--- src/rtl/bist_ctrl_if.sv ---
// Handshake and result bundle between a BIST controller and its test driver.
// The pass signal exists only when BIST_CMP_EN is defined.
interface bist_ctrl_if;
  logic        start;
  logic        y_in;
  logic        a;
  logic        b;
  logic        c;
  logic        d;
  logic        busy;
  logic        done;
  logic [15:0] signature;
`ifdef BIST_CMP_EN
  logic        pass;

  modport master (
    output start, y_in,
    input  a, b, c, d, busy, done, signature, pass
  );

  modport slave (
    input  start, y_in,
    output a, b, c, d, busy, done, signature, pass
  );
`else
  modport master (
    output start, y_in,
    input  a, b, c, d, busy, done, signature
  );

  modport slave (
    input  start, y_in,
    output a, b, c, d, busy, done, signature
  );
`endif
endinterface

--- src/rtl/bist_ctrl.sv ---
// LFSR pattern generator + SISR response compactor with IDLE/FLUSH/RUN/DONE sequencing.
// Optional golden-signature comparator and pass output are built only under BIST_CMP_EN.
module bist_ctrl #(
  parameter int unsigned NUM_PATTERNS = 15,
  parameter int unsigned FLUSH_CYCLES = 3,
  parameter logic [3:0]  SEED         = 4'b0001
`ifdef BIST_CMP_EN
  ,
  parameter logic [15:0] GOLDEN_SIG   = 16'h0000
`endif
) (
  input logic        clk,
  input logic        rst,
  bist_ctrl_if.slave bus
);

  localparam int unsigned PAT_W = 4;
  localparam int unsigned SIG_W = 16;
  localparam int unsigned FC_W  = 4;
  localparam int unsigned PC_W  = 8;

  localparam logic [FC_W-1:0]  FLUSH_LAST = FC_W'(FLUSH_CYCLES - 1);
  localparam logic [PC_W-1:0]  PAT_LAST   = PC_W'(NUM_PATTERNS - 1);
  localparam logic [SIG_W-1:0] SISR_POLY  = 16'h1021;

  typedef enum logic [1:0] {
    IDLE  = 2'd0,
    FLUSH = 2'd1,
    RUN   = 2'd2,
    DONE  = 2'd3
  } state_t;

  state_t           state;
  logic [FC_W-1:0]  flush_cnt;
  logic [PC_W-1:0]  pat_cnt;
  logic [PAT_W-1:0] lfsr;
  logic [SIG_W-1:0] sig;
  logic [PAT_W-1:0] pat;
  logic             busy_q;
  logic             done_q;
`ifdef BIST_CMP_EN
  logic             pass_q;
`endif

  logic [PAT_W-1:0] lfsr_nxt;
  logic [SIG_W-1:0] sig_nxt;
  logic             fb;

  // Next LFSR value and next SISR value with the current response folded in
  always_comb begin
    lfsr_nxt = {lfsr[2:0], lfsr[3] ^ lfsr[2]};
    fb       = sig[SIG_W-1] ^ bus.y_in;
    sig_nxt  = {sig[SIG_W-2:0], 1'b0} ^ (fb ? SISR_POLY : '0);
  end

  // Sequencer; every output is a register updated alongside the state
  always_ff @(posedge clk) begin
    if (rst) begin
      state     <= IDLE;
      flush_cnt <= '0;
      pat_cnt   <= '0;
      lfsr      <= SEED;
      sig       <= '0;
      pat       <= '0;
      busy_q    <= 1'b0;
      done_q    <= 1'b0;
`ifdef BIST_CMP_EN
      pass_q    <= 1'b0;
`endif
    end else begin
      case (state)
        IDLE, DONE: begin
          if (bus.start) begin
            state     <= FLUSH;
            flush_cnt <= '0;
            pat_cnt   <= '0;
            lfsr      <= SEED;
            sig       <= '0;
            pat       <= '0;
            busy_q    <= 1'b1;
            done_q    <= 1'b0;
`ifdef BIST_CMP_EN
            pass_q    <= 1'b0;
`endif
          end
        end
        FLUSH: begin
          if (flush_cnt == FLUSH_LAST) begin
            state <= RUN;
            pat   <= lfsr;
          end else begin
            flush_cnt <= flush_cnt + FC_W'(1);
          end
        end
        RUN: begin
          sig  <= sig_nxt;
          lfsr <= lfsr_nxt;
          if (pat_cnt == PAT_LAST) begin
            state  <= DONE;
            pat    <= '0;
            busy_q <= 1'b0;
            done_q <= 1'b1;
`ifdef BIST_CMP_EN
            // Compare against the signature that DONE will hold
            pass_q <= (sig_nxt == GOLDEN_SIG);
`endif
          end else begin
            pat_cnt <= pat_cnt + PC_W'(1);
            pat     <= lfsr_nxt;
          end
        end
        default: state <= IDLE;
      endcase
    end
  end

  assign bus.a         = pat[3];
  assign bus.b         = pat[2];
  assign bus.c         = pat[1];
  assign bus.d         = pat[0];
  assign bus.busy      = busy_q;
  assign bus.done      = done_q;
  assign bus.signature = sig;
`ifdef BIST_CMP_EN
  assign bus.pass      = pass_q;
`endif

endmodule
--- src/flat_wrapper.sv ---
// flat-port wrapper written by rule: the top's interface ports become plain ports
module bist_ctrl_flat 
#(
  parameter int unsigned NUM_PATTERNS = 15,
  parameter int unsigned FLUSH_CYCLES = 3,
  parameter logic [3:0]  SEED         = 4'b0001

)
  (clk, rst, bus_start, bus_y_in, bus_a, bus_b, bus_c, bus_d, bus_busy, bus_done, bus_signature);
  bist_ctrl_if bus_i ();
  input logic clk;
  input logic rst;
  input wire logic [$bits(bus_i.start)-1:0] bus_start;
  input wire logic [$bits(bus_i.y_in)-1:0] bus_y_in;
  output wire logic [$bits(bus_i.a)-1:0] bus_a;
  output wire logic [$bits(bus_i.b)-1:0] bus_b;
  output wire logic [$bits(bus_i.c)-1:0] bus_c;
  output wire logic [$bits(bus_i.d)-1:0] bus_d;
  output wire logic [$bits(bus_i.busy)-1:0] bus_busy;
  output wire logic [$bits(bus_i.done)-1:0] bus_done;
  output wire logic [$bits(bus_i.signature)-1:0] bus_signature;
  assign bus_i.start = bus_start;
  assign bus_i.y_in = bus_y_in;
  assign bus_a = bus_i.a;
  assign bus_b = bus_i.b;
  assign bus_c = bus_i.c;
  assign bus_d = bus_i.d;
  assign bus_busy = bus_i.busy;
  assign bus_done = bus_i.done;
  assign bus_signature = bus_i.signature;
  bist_ctrl #(.NUM_PATTERNS(NUM_PATTERNS), .FLUSH_CYCLES(FLUSH_CYCLES), .SEED(SEED)) u_core (.clk(clk), .rst(rst), .bus(bus_i));
endmodule
--- config.mk ---
export PLATFORM = sky130hd
export DESIGN_NAME = bist_ctrl_flat
export DESIGN_NICKNAME = d
export VERILOG_FILES = /design/src/rtl/bist_ctrl_if.sv /design/src/rtl/bist_ctrl.sv /design/src/flat_wrapper.sv
export SDC_FILE = /design/constraint.sdc
export NUM_CORES = 1
export LEC_CHECK = 0
export ABC_AREA = 1
export BUFFER_PORTS_ARGS = -buffer_cell sky130_fd_sc_hd__buf_4
export CORE_MARGIN = 2
export CORE_UTILIZATION = 61
export DETAILED_ROUTE_END_ITERATION = 10
export GPL_TIMING_DRIVEN = 0
export PLACE_DENSITY = 0.84
export RECOVER_POWER = 25
export REMOVE_ABC_BUFFERS = 1
export SLEW_MARGIN = 20
export SYNTH_ARGS = -nofsm -noshare
export SYNTH_HDL_FRONTEND = slang
export SYNTH_SLANG_ARGS = --single-unit
--- constraint.sdc ---
create_clock -name clk -period 4.5 [get_ports clk]
set_input_delay 0.675 -clock clk [delete_from_list [all_inputs] [get_ports clk]]
set_output_delay 0.675 -clock clk [all_outputs]
set_load 0.02 [all_outputs]
# --- Word-level counts from Yosys, hierarchy flattened ---
# Cells that the tools add are included.
totals:
  mem_bits_ro: 0
  memories: 0
  word_cells: 57
  ram_bits: 0
  out_inout_bits: 22
  latch_bits: 0
  input_bits: 4
  ff_bits: 40
op_classes:
  add_sub_neg: 2
  multipliers: 0
  shift: 0
  n_bitwise: 3
  div_mod_pow: 0
  reduce_logical: 10
  n_lt_le_gt_ge: 0
  mux: 24
  n_eq_ne: 10
op_table:
  columns: ["operator", "n"]
  rows:
  - ["16-bit one-hot mux with 2 select lines", 1]
  - ["4-bit 2-to-1 mux", 5]
  - ["16-bit 2-to-1 mux", 1]
  - ["8-bit 2-to-1 mux", 2]
  - ["4-bit one-hot mux with 2 select lines", 2]
  - ["8-bit one-hot mux with 2 select lines", 1]
  - ["16-bit XOR", 1]
  - ["13-bit 2-to-1 mux", 1]
  - ["4-bit one-hot mux with 3 select lines", 1]
  - ["3-bit AND reduction", 4]
  - ["8-bit by 1-bit adder with 8-bit output, second input constant", 1]
  - ["8-bit by 4-bit == test with 1-bit output, second input constant", 1]
  - ["2-bit 2-to-1 mux", 3]
  - ["2-bit != test, second input constant", 3]
  - ["2-bit one-hot mux with 3 select lines", 1]
  - ["4-bit by 1-bit adder with 4-bit output, second input constant", 1]
  - ["2-bit == test, second input constant", 2]
  - ["4-bit by 2-bit == test with 1-bit output, second input constant", 1]
  - ["1-bit 2-to-1 mux", 4]
  - ["2-bit by 1-bit != test with 1-bit output, second input constant", 2]
  - ["1-bit one-hot mux with 2 select lines", 2]
  - ["2-bit AND reduction", 2]
  - ["2-bit nonzero test", 2]
  - ["2-bit by 1-bit == test with 1-bit output, second input constant", 1]
  - ["3 further kinds", 4]

# --- Logic depth before layout (Yosys ltp) ---
# Gate-level depths: netlist (run 1).
depth:
  word_depth: 4
  depth_mapped: 11
  depth_no_buf: 11

# --- Worst setup path after synthesis (run 1) ---
# No wires, ideal clock.
synth_timing:
  path_type: "reg2reg"
  startpoint: "register u_core.state[0]"
  endpoint: "register u_core.sig[15], in the netlist u_core.bus.signature[15]"
  slack_ps: 3019
  required_ps: 4368
  path_buffers: 1
  period_less_slack_ps: 1481
  setup_time_ps: 132
  stages_incl_launch_ff: 9
  arrival_ps: 1348
  path_cell_list: "dfxtp_1 -> inv_1 -> ha_1 -> nand2_2 -> nand2_1 -> clkinv_1 -> buf_4 -> nand2_1 -> a21oi_1"
synth_between:
  elab_chain_len: 4
  word_cells_on_any_way: 8
  cone_classes: "eq/ne: 3; mux: 1; reduce/logical: 4"
synth_rtl:
  columns: ["element", "line", "text"]
  rows:
  - ["start, declared", "bist_ctrl.sv:33", "state_t state;"]
  - ["start signal, assigned", "bist_ctrl.sv:59", "state <= IDLE;"]
  - ["start signal, assigned", "bist_ctrl.sv:74", "state <= FLUSH;"]
  - ["start signal, assigned", "bist_ctrl.sv:89", "state <= RUN;"]
  - ["2-bit == test / 2-bit logical NOT (equally long branches)", "bist_ctrl.sv:71", "case (state)"]
  - ["2-bit OR reduction", "bist_ctrl.sv:71", null]
  - ["2-bit != test (no source line) / 2-bit nonzero test (equally long branches)", null, null]
  - ["2-bit AND reduction (no source line)", null, null]
  - ["end signal, assigned", "bist_ctrl.sv:96", "sig <= sig_nxt;"]
  - ["end, declared", "bist_ctrl.sv:37", "logic [SIG_W-1:0] sig;"]
# Several ways; a longest one is shown, not always the timed one.
# A chain may end at the register's enable or synchronous reset.

# --- Worst setup path in the final report (run 1) ---
layout_timing:
  startpoint: "register u_core.state[0]"
  endpoint: "register u_core.pat_cnt[6]"
layout_between:
  elab_chain_len: 4
  word_cells_on_any_way: 9
  cone_classes: "eq/ne: 4; mux: 1; reduce/logical: 4"
layout_rtl:
  columns: ["element", "line", "text"]
  rows:
  - ["2-bit == test / 2-bit logical NOT (equally long branches)", "bist_ctrl.sv:71", null]
  - ["2-bit OR reduction", "bist_ctrl.sv:71", null]
  - ["2-bit != test (no source line) / 2-bit nonzero test (equally long branches)", null, null]
  - ["3-bit AND reduction (no source line)", null, null]
  - ["end signal, assigned", "bist_ctrl.sv:108", "pat_cnt <= pat_cnt + PC_W'(1);"]
  - ["end, declared", "bist_ctrl.sv:35", "logic [PC_W-1:0] pat_cnt;"]
# Several ways; a longest one is shown, not always the timed one.

==> impl_metrics.env, run 1 <==
export IMPL_fp_dieH_um=60.13
export IMPL_postLayoutCoreUtil_pct=69.13
export IMPL_nets=304
export IMPL_synthCells=271
export IMPL_grt_pass1_wl_um=5996
export IMPL_ant_nets=0
export IMPL_drt_total_wl_um=3614
export IMPL_setup_viol=0
export IMPL_worst_path_stages=9
export IMPL_via_count=1674
export IMPL_row_count=20
export IMPL_critPathCapture="u_core.pat_cnt[6]"
export IMPL_core_area_sq_um=3028
export IMPL_postCtsSetupBuffers=0
export IMPL_crit_chain="inv_1, ha_1, o21ai_2, inv_4, nand2_4, nand2_1, inv_1, nand2_1, nor2_1"
export IMPL_die_area_sq_um=3616
export IMPL_rsz0062_at_grt="false"
export IMPL_r2r_end="u_core.pat_cnt[6]"
export IMPL_cpPeakStageDelay_ns=0.76
export IMPL_portBuffers=25
export IMPL_cts_resized=0
export IMPL_final_max_slew_viol_count=0
export IMPL_ys_seq_elements=40
export IMPL_rrSetupSlack_ns=2.26
export IMPL_required_ns=4.80
export IMPL_io_pins=26
export IMPL_area_delta_synth_final_pct=8.919
export IMPL_finalCritPeriodShare_pct=49.76
export IMPL_power_density_nw_per_um2=514.6
export IMPL_clockRootBuffer="clkbuf_4"
export IMPL_ys_warn_count=0
export IMPL_first_global_vias=1466
export IMPL_leakagePower_uw=0.0008442
export IMPL_endpoint_kind="register"
export IMPL_grt_usage_pct=21.97
export IMPL_path_clk_slew_ns=0.12
export IMPL_cts_num_sinks=40
export IMPL_worstPathBufferInverterCount=3
export IMPL_grt_max_degree=36
export IMPL_clockBufferDepth=2
export IMPL_avgRoutedWirePerCell_um=10.69
export IMPL_worst_pin_slew_ns=0.8778
export IMPL_drc_errors=0
export IMPL_cts_max_level=2
export IMPL_grt_overflow_total=0
export IMPL_insertion_delay_ns=0.36
export IMPL_syn_area_sq_um=1922
export IMPL_fin_tns_setup_ns=0
export IMPL_fmax_mhz=446.6
export IMPL_r2r_start="u_core.state[0]"
export IMPL_ys_types=27
export IMPL_dieWidth_um=60.13
export IMPL_cp_arrival_ns=2.54
export IMPL_synth_area_leader_cell="dfxtp_1"
export IMPL_period_minus_slack_ns=2.239
export IMPL_ir_worst_vdd_mv=0.3539
export IMPL_seq_area_frac_synth_pct=41.67
export IMPL_start_kind="register"
export IMPL_numCtsBuffers=5
export IMPL_yosysTopAreaCellShare_pct=41.67
export IMPL_worstPathMaxFanout=21
export IMPL_antenna_found_initial=0
export IMPL_holdWs_ns=0.4604
export IMPL_status="finished clean"
export IMPL_finalHoldViolCount=0
export IMPL_min_delay_start="u_core.bus.done"
export IMPL_syn_area_per_cell_sq_um=7.092
export IMPL_reg2regPathDepth=9
export IMPL_gp_congestion=0.8466
export IMPL_hp_class="register to register"
export IMPL_start_util_pct=63.47
export IMPL_critPathTopFamily="compound AO/OA/AOI/OAI gates"
export IMPL_drv_cap=0
export IMPL_drive_above_1_share_pct=11.56
export IMPL_whs_path_depth=2
export IMPL_cts_hold_fix_buffers=0
export IMPL_finClkSkew_ns=0.007476
export IMPL_max_slew_margin_rel_pct=41.47
export IMPL_diodes=0
export IMPL_startpoint="u_core.state[0]"
export IMPL_slowest_stage="o21ai_2"
export IMPL_dp_hpwl_um=2504
export IMPL_synthTopCellsByArea="dfxtp_1, nand2_1, a21oi_1"
export IMPL_drt_iter0_markers=84
export IMPL_drtPass1Iterations=4
export IMPL_cts_tree="built"
export IMPL_crit_type="register to register"
export IMPL_via_per_inst=4.953
-- cells in the final DEF (no fill, tap or decap), types with 2 or more instances in the layout --
master    instances
ha_1              6
nand3_1          13
nor2_1           13
nand2_4           2
clkbuf_4          5
inv_1            24
buf_4            15
a21oi_1          38
nand2_1         104
dfxtp_1          40
nand2_2           4
nand4_1           4
xor2_1            4
clkbuf_1         10
-- sequential cells by signal (all words and copies together) (netlist names) --
name and cells:
u_core.bus.busy 1, u_core.bus.done 1, u_core.bus.signature 16, u_core.flush_cnt 4, u_core.lfsr 4, u_core.pat 4, u_core.pat_cnt 8, u_core.state 2
-- cell type report --
class / instances / area [sq um]
multi-input cells: 195 / 933.4
clock inverters: 2 / 12.51
flip-flops and latches: 40 / 800.8
clock buffers: 5 / 37.54
inverters: 27 / 103.9
repair buffers: 25 / 150.1
fillers: 292 / 934.6
well taps: 44 / 55.05
-- Yosys cell counts (all sizes together) --
master,n
a21oi,38
buf,5
clkbuf,4
clkinv,1
dfxtp,40
ha,6
inv,26
nand2,110
nand3,14
nand4,4
nor2,14
nor3,1
o21ai,2
o21bai,1
xnor2,1
xor2,4
-- worst min-delay path, stage by stage, from the launching register on --
cell and delay, ns:
dfxtp_1 0.33, inv_1 0.05, a21oi_1 0.05
-- stage by stage --
| stage | cells | power (uW) | setup WS [ns] | area, sq um |
|---|---|---|---|---|
| after floorplan | 262 | 797.7 | 2.692 | 1853 |
| after global placement | 331 | 913.1 | 2.285 | 2096 |
| after detailed placement | 331 | 917.7 | 2.280 | 2096 |
| after CTS | 338 | 1096 | 2.236 | 2146 |
| after global routing | 338 | 1167 | 2.053 | 2093 |
| final | 338 | 1077 | 2.261 | 2093 |
-- worst min path at each step --
stage / to / slack, ns
2_1_floorplan: u_core.pat_cnt[7] / 0.44
3_3_place_gp: u_core.bus.done / 0.44
6_report: u_core.bus.done / 0.46
3_5_place_dp: u_core.bus.done / 0.45
5_1_grt: u_core.bus.done / 0.48
4_1_cts: u_core.bus.done / 0.47
-- routing by layer --
metal | GRT usage [%] | routed length [um]
met2 | 35.09 | 1676
met4 | 6.667 | 51
met1 | 28.50 | 1745
met5 | 0 | 0
met3 | 6.494 | 141
-- cell families (layout without fill, tap and decap cells) --
logic type	after synthesis	in the layout	share of synthesized area, %
xor+xnor	5	5	2.279
fa+ha+maj	6	6	3.906
buf+inv	36	59	8.985
flops	40	40	41.67
simple gates	143	143	32.16
compound gates	41	41	11.00
-- power breakdown --
part | internal [uW] | leakage, uW | total [uW] | switching, uW
registers | 387 | 0.000324 | 412 | 24.6
logic | 128 | 0.000494 | 490 | 361
clock network | 57.0 | 0.0000271 | 175 | 118
Note: power is estimated with default switching activity, not from simulation.
==> inputs of run 2 (changes only) <==
Settings changed: CORE_UTILIZATION 61 to 51, PLACE_DENSITY 0.84 to 0.75.
Clock period 4.5 ns to 1.8 ns, I/O delays scaled along.
==> run 2 against run 1 <==
  * Worst hold slack got worse by 0.070 ns
  * Design area increased by 4.6%
  * Sequential cell count unchanged
  * Fmax increased by 41%
  * Clock power increased to 4.0 times the previous value
  * Critical path depth increased by 1
  * Utilization decreased by 8.9 points
  * Routed wire length increased by 9.2%
  * Via count increased by 1.6%
  * Setup slack got worse by 2.0 ns
  * Largest cell class unchanged
  * Highest routed layer unchanged
==> impl_metrics.env, run 2 (same netlist as run 1, synthesis figures left out) <==
export IMPL_status="finished clean"
export IMPL_numCtsBuffers=5
export IMPL_portBuffers=25
export IMPL_rsz0062_at_grt="false"
export IMPL_fin_ws_ns=0.2166
export IMPL_max_slew_margin_rel_pct=69.31
export IMPL_clockBufferDepth=2
export IMPL_power_density_nw_per_um2=1449
export IMPL_grt_max_degree=36
export IMPL_nets=306
export IMPL_cts_num_sinks=40
export IMPL_num_fill_cells=348
export IMPL_holdWs_ns=0.3902
export IMPL_insertion_delay_ns=0.29
export IMPL_cts_max_level=2
export IMPL_avgRoutedWirePerCell_um=11.43
export IMPL_ir_worst_vdd_mv=0.6304
export IMPL_fp_dieH_um=65.39
export IMPL_die_area_sq_um=4275
export IMPL_worstPathMaxFanout=9
export IMPL_finalCritPeriodShare_pct=87.96
export IMPL_largest_reg_flops=16
export IMPL_start_util_pct=52.89
export IMPL_gp_congestion=0.8053
export IMPL_grt_pass1_wl_um=6534
export IMPL_grt_usage_pct=19.69
export IMPL_ff_latch_area_sq_um=800.8
export IMPL_worst_pin_slew_ns=0.4602
export IMPL_first_global_vias=1481
export IMPL_finClkSkew_ns=0.005295
export IMPL_leakagePower_uw=0.0008654
export IMPL_drc_errors=0
export IMPL_required_ns=1.99
export IMPL_layout_common_cells="nand2_1, dfxtp_1, a21oi_1, inv_1, clkbuf_1"
export IMPL_setup_viol=0
export IMPL_fmax_mhz=631.6
export IMPL_finalHoldViolCount=0
export IMPL_reg2regPathDepth=10
export IMPL_drt_iter0_markers=132
export IMPL_cp_arrival_ns=1.77
export IMPL_start_kind="register"
export IMPL_dp_hpwl_um=2600
export IMPL_grt_overflow_total=0
export IMPL_hp_class="primary input to register"
export IMPL_cts_hold_fix_buffers=0
export IMPL_path_clk_slew_ns=0.08
export IMPL_whs_path_depth=2
export IMPL_antenna_found_initial=0
export IMPL_final_common_cell="nand2_1"
export IMPL_drtPass1Iterations=4
export IMPL_cts_tree="built"
export IMPL_row_count=22
export IMPL_via_count=1700
export IMPL_area_delta_synth_final_pct=13.93
export IMPL_drive_above_1_share_pct=11.78
export IMPL_multi_input_area_sq_um=977.2
export IMPL_period_minus_slack_ns=1.583
export IMPL_fin_tns_setup_ns=0
export IMPL_ant_nets=0
export IMPL_io_pins=26
export IMPL_crit_type="register to register"
export IMPL_pre_cts_ws_ns=-0.3798
export IMPL_diodes=0
export IMPL_final_max_slew_viol_count=0
export IMPL_core_area_sq_um=3633
export IMPL_drt_total_wl_um=3945
export IMPL_via_per_inst=4.928
export IMPL_postLayoutCoreUtil_pct=60.26
export IMPL_dieWidth_um=65.39
export IMPL_clockRootBuffer="clkbuf_8"
export IMPL_endpoint_kind="register"
export IMPL_drv_cap=0
[run 2: cell types whose count changed in the layout (fill, tap and decap cells not counted), sizes merged]
cell,before,now
clkinvlp,1,0
o21ai,2,3
buf,15,11
bufinv,0,1
clkbuf,15,21
[run 2: cell type report]
| class | instances | area share, % |
|---|---|---|
| inverter | 27 | 4.800 |
| clock inverter | 2 | 1.600 |
| timing repair buffer | 26 | 6.343 |
| tap | 48 | 2.743 |
| sequential | 40 | 36.57 |
| clock buffer | 6 | 3.314 |
| multi-input combinational | 196 | 44.63 |
[run 2: final timing paths]
kind | startpoint | to | slack [ns]
hold reg to reg | u_core.bus.done | u_core.bus.done | 0.45
setup reg to reg | u_core.state[0] | u_core.pat_cnt[6] | 0.22
setup / recovery | u_core.state[0] | u_core.pat_cnt[6] | 0.22
hold / removal | rst | u_core.bus.signature[5] | 0.39
[run 2: metrics by stage]
step / power [uW] / instance area (sq um) / cells
floorplan: 1994 / 1853 / 262
global placement: 2310 / 2101 / 335
detailed placement: 2315 / 2101 / 335
CTS: 3140 / 2228 / 344
global route: 3381 / 2190 / 345
finish: 3174 / 2190 / 345
[run 2: what timing repair did]
action	CTS	global route
pin swaps	1	0
endpoints found under the setup margin	30	10
hold endpoints to repair	0	0
resized for setup	3	1
buffers inserted	0	1
cloned	1	0
[run 2: critical path, stage by stage, from the launching register on]
cell and delay (ns):
dfxtp_1 0.36, inv_1 0.08, ha_4 0.27, nand2_2 0.15, o21ai_4 0.09, inv_4 0.12, nand2_4 0.08, nand2_1 0.14
inv_1 0.09, nand2_1 0.07, nor2_1 0.03
[run 2: metal layers]
metal	track usage, %	vias up	share of wire (%)
met1	26.08	757	47
li1	-	902	-
met2	31.89	35	47
met5	0	-	0
met3	4.452	6	4.7
met4	6.250	0	1.2
[run 2: power by group]
part / total (uW) / internal [uW] / switching, uW
Sequential: 1030 / 969 / 64.9
Combinational: 1430 / 426 / 1010
Clock: 708 / 411 / 297
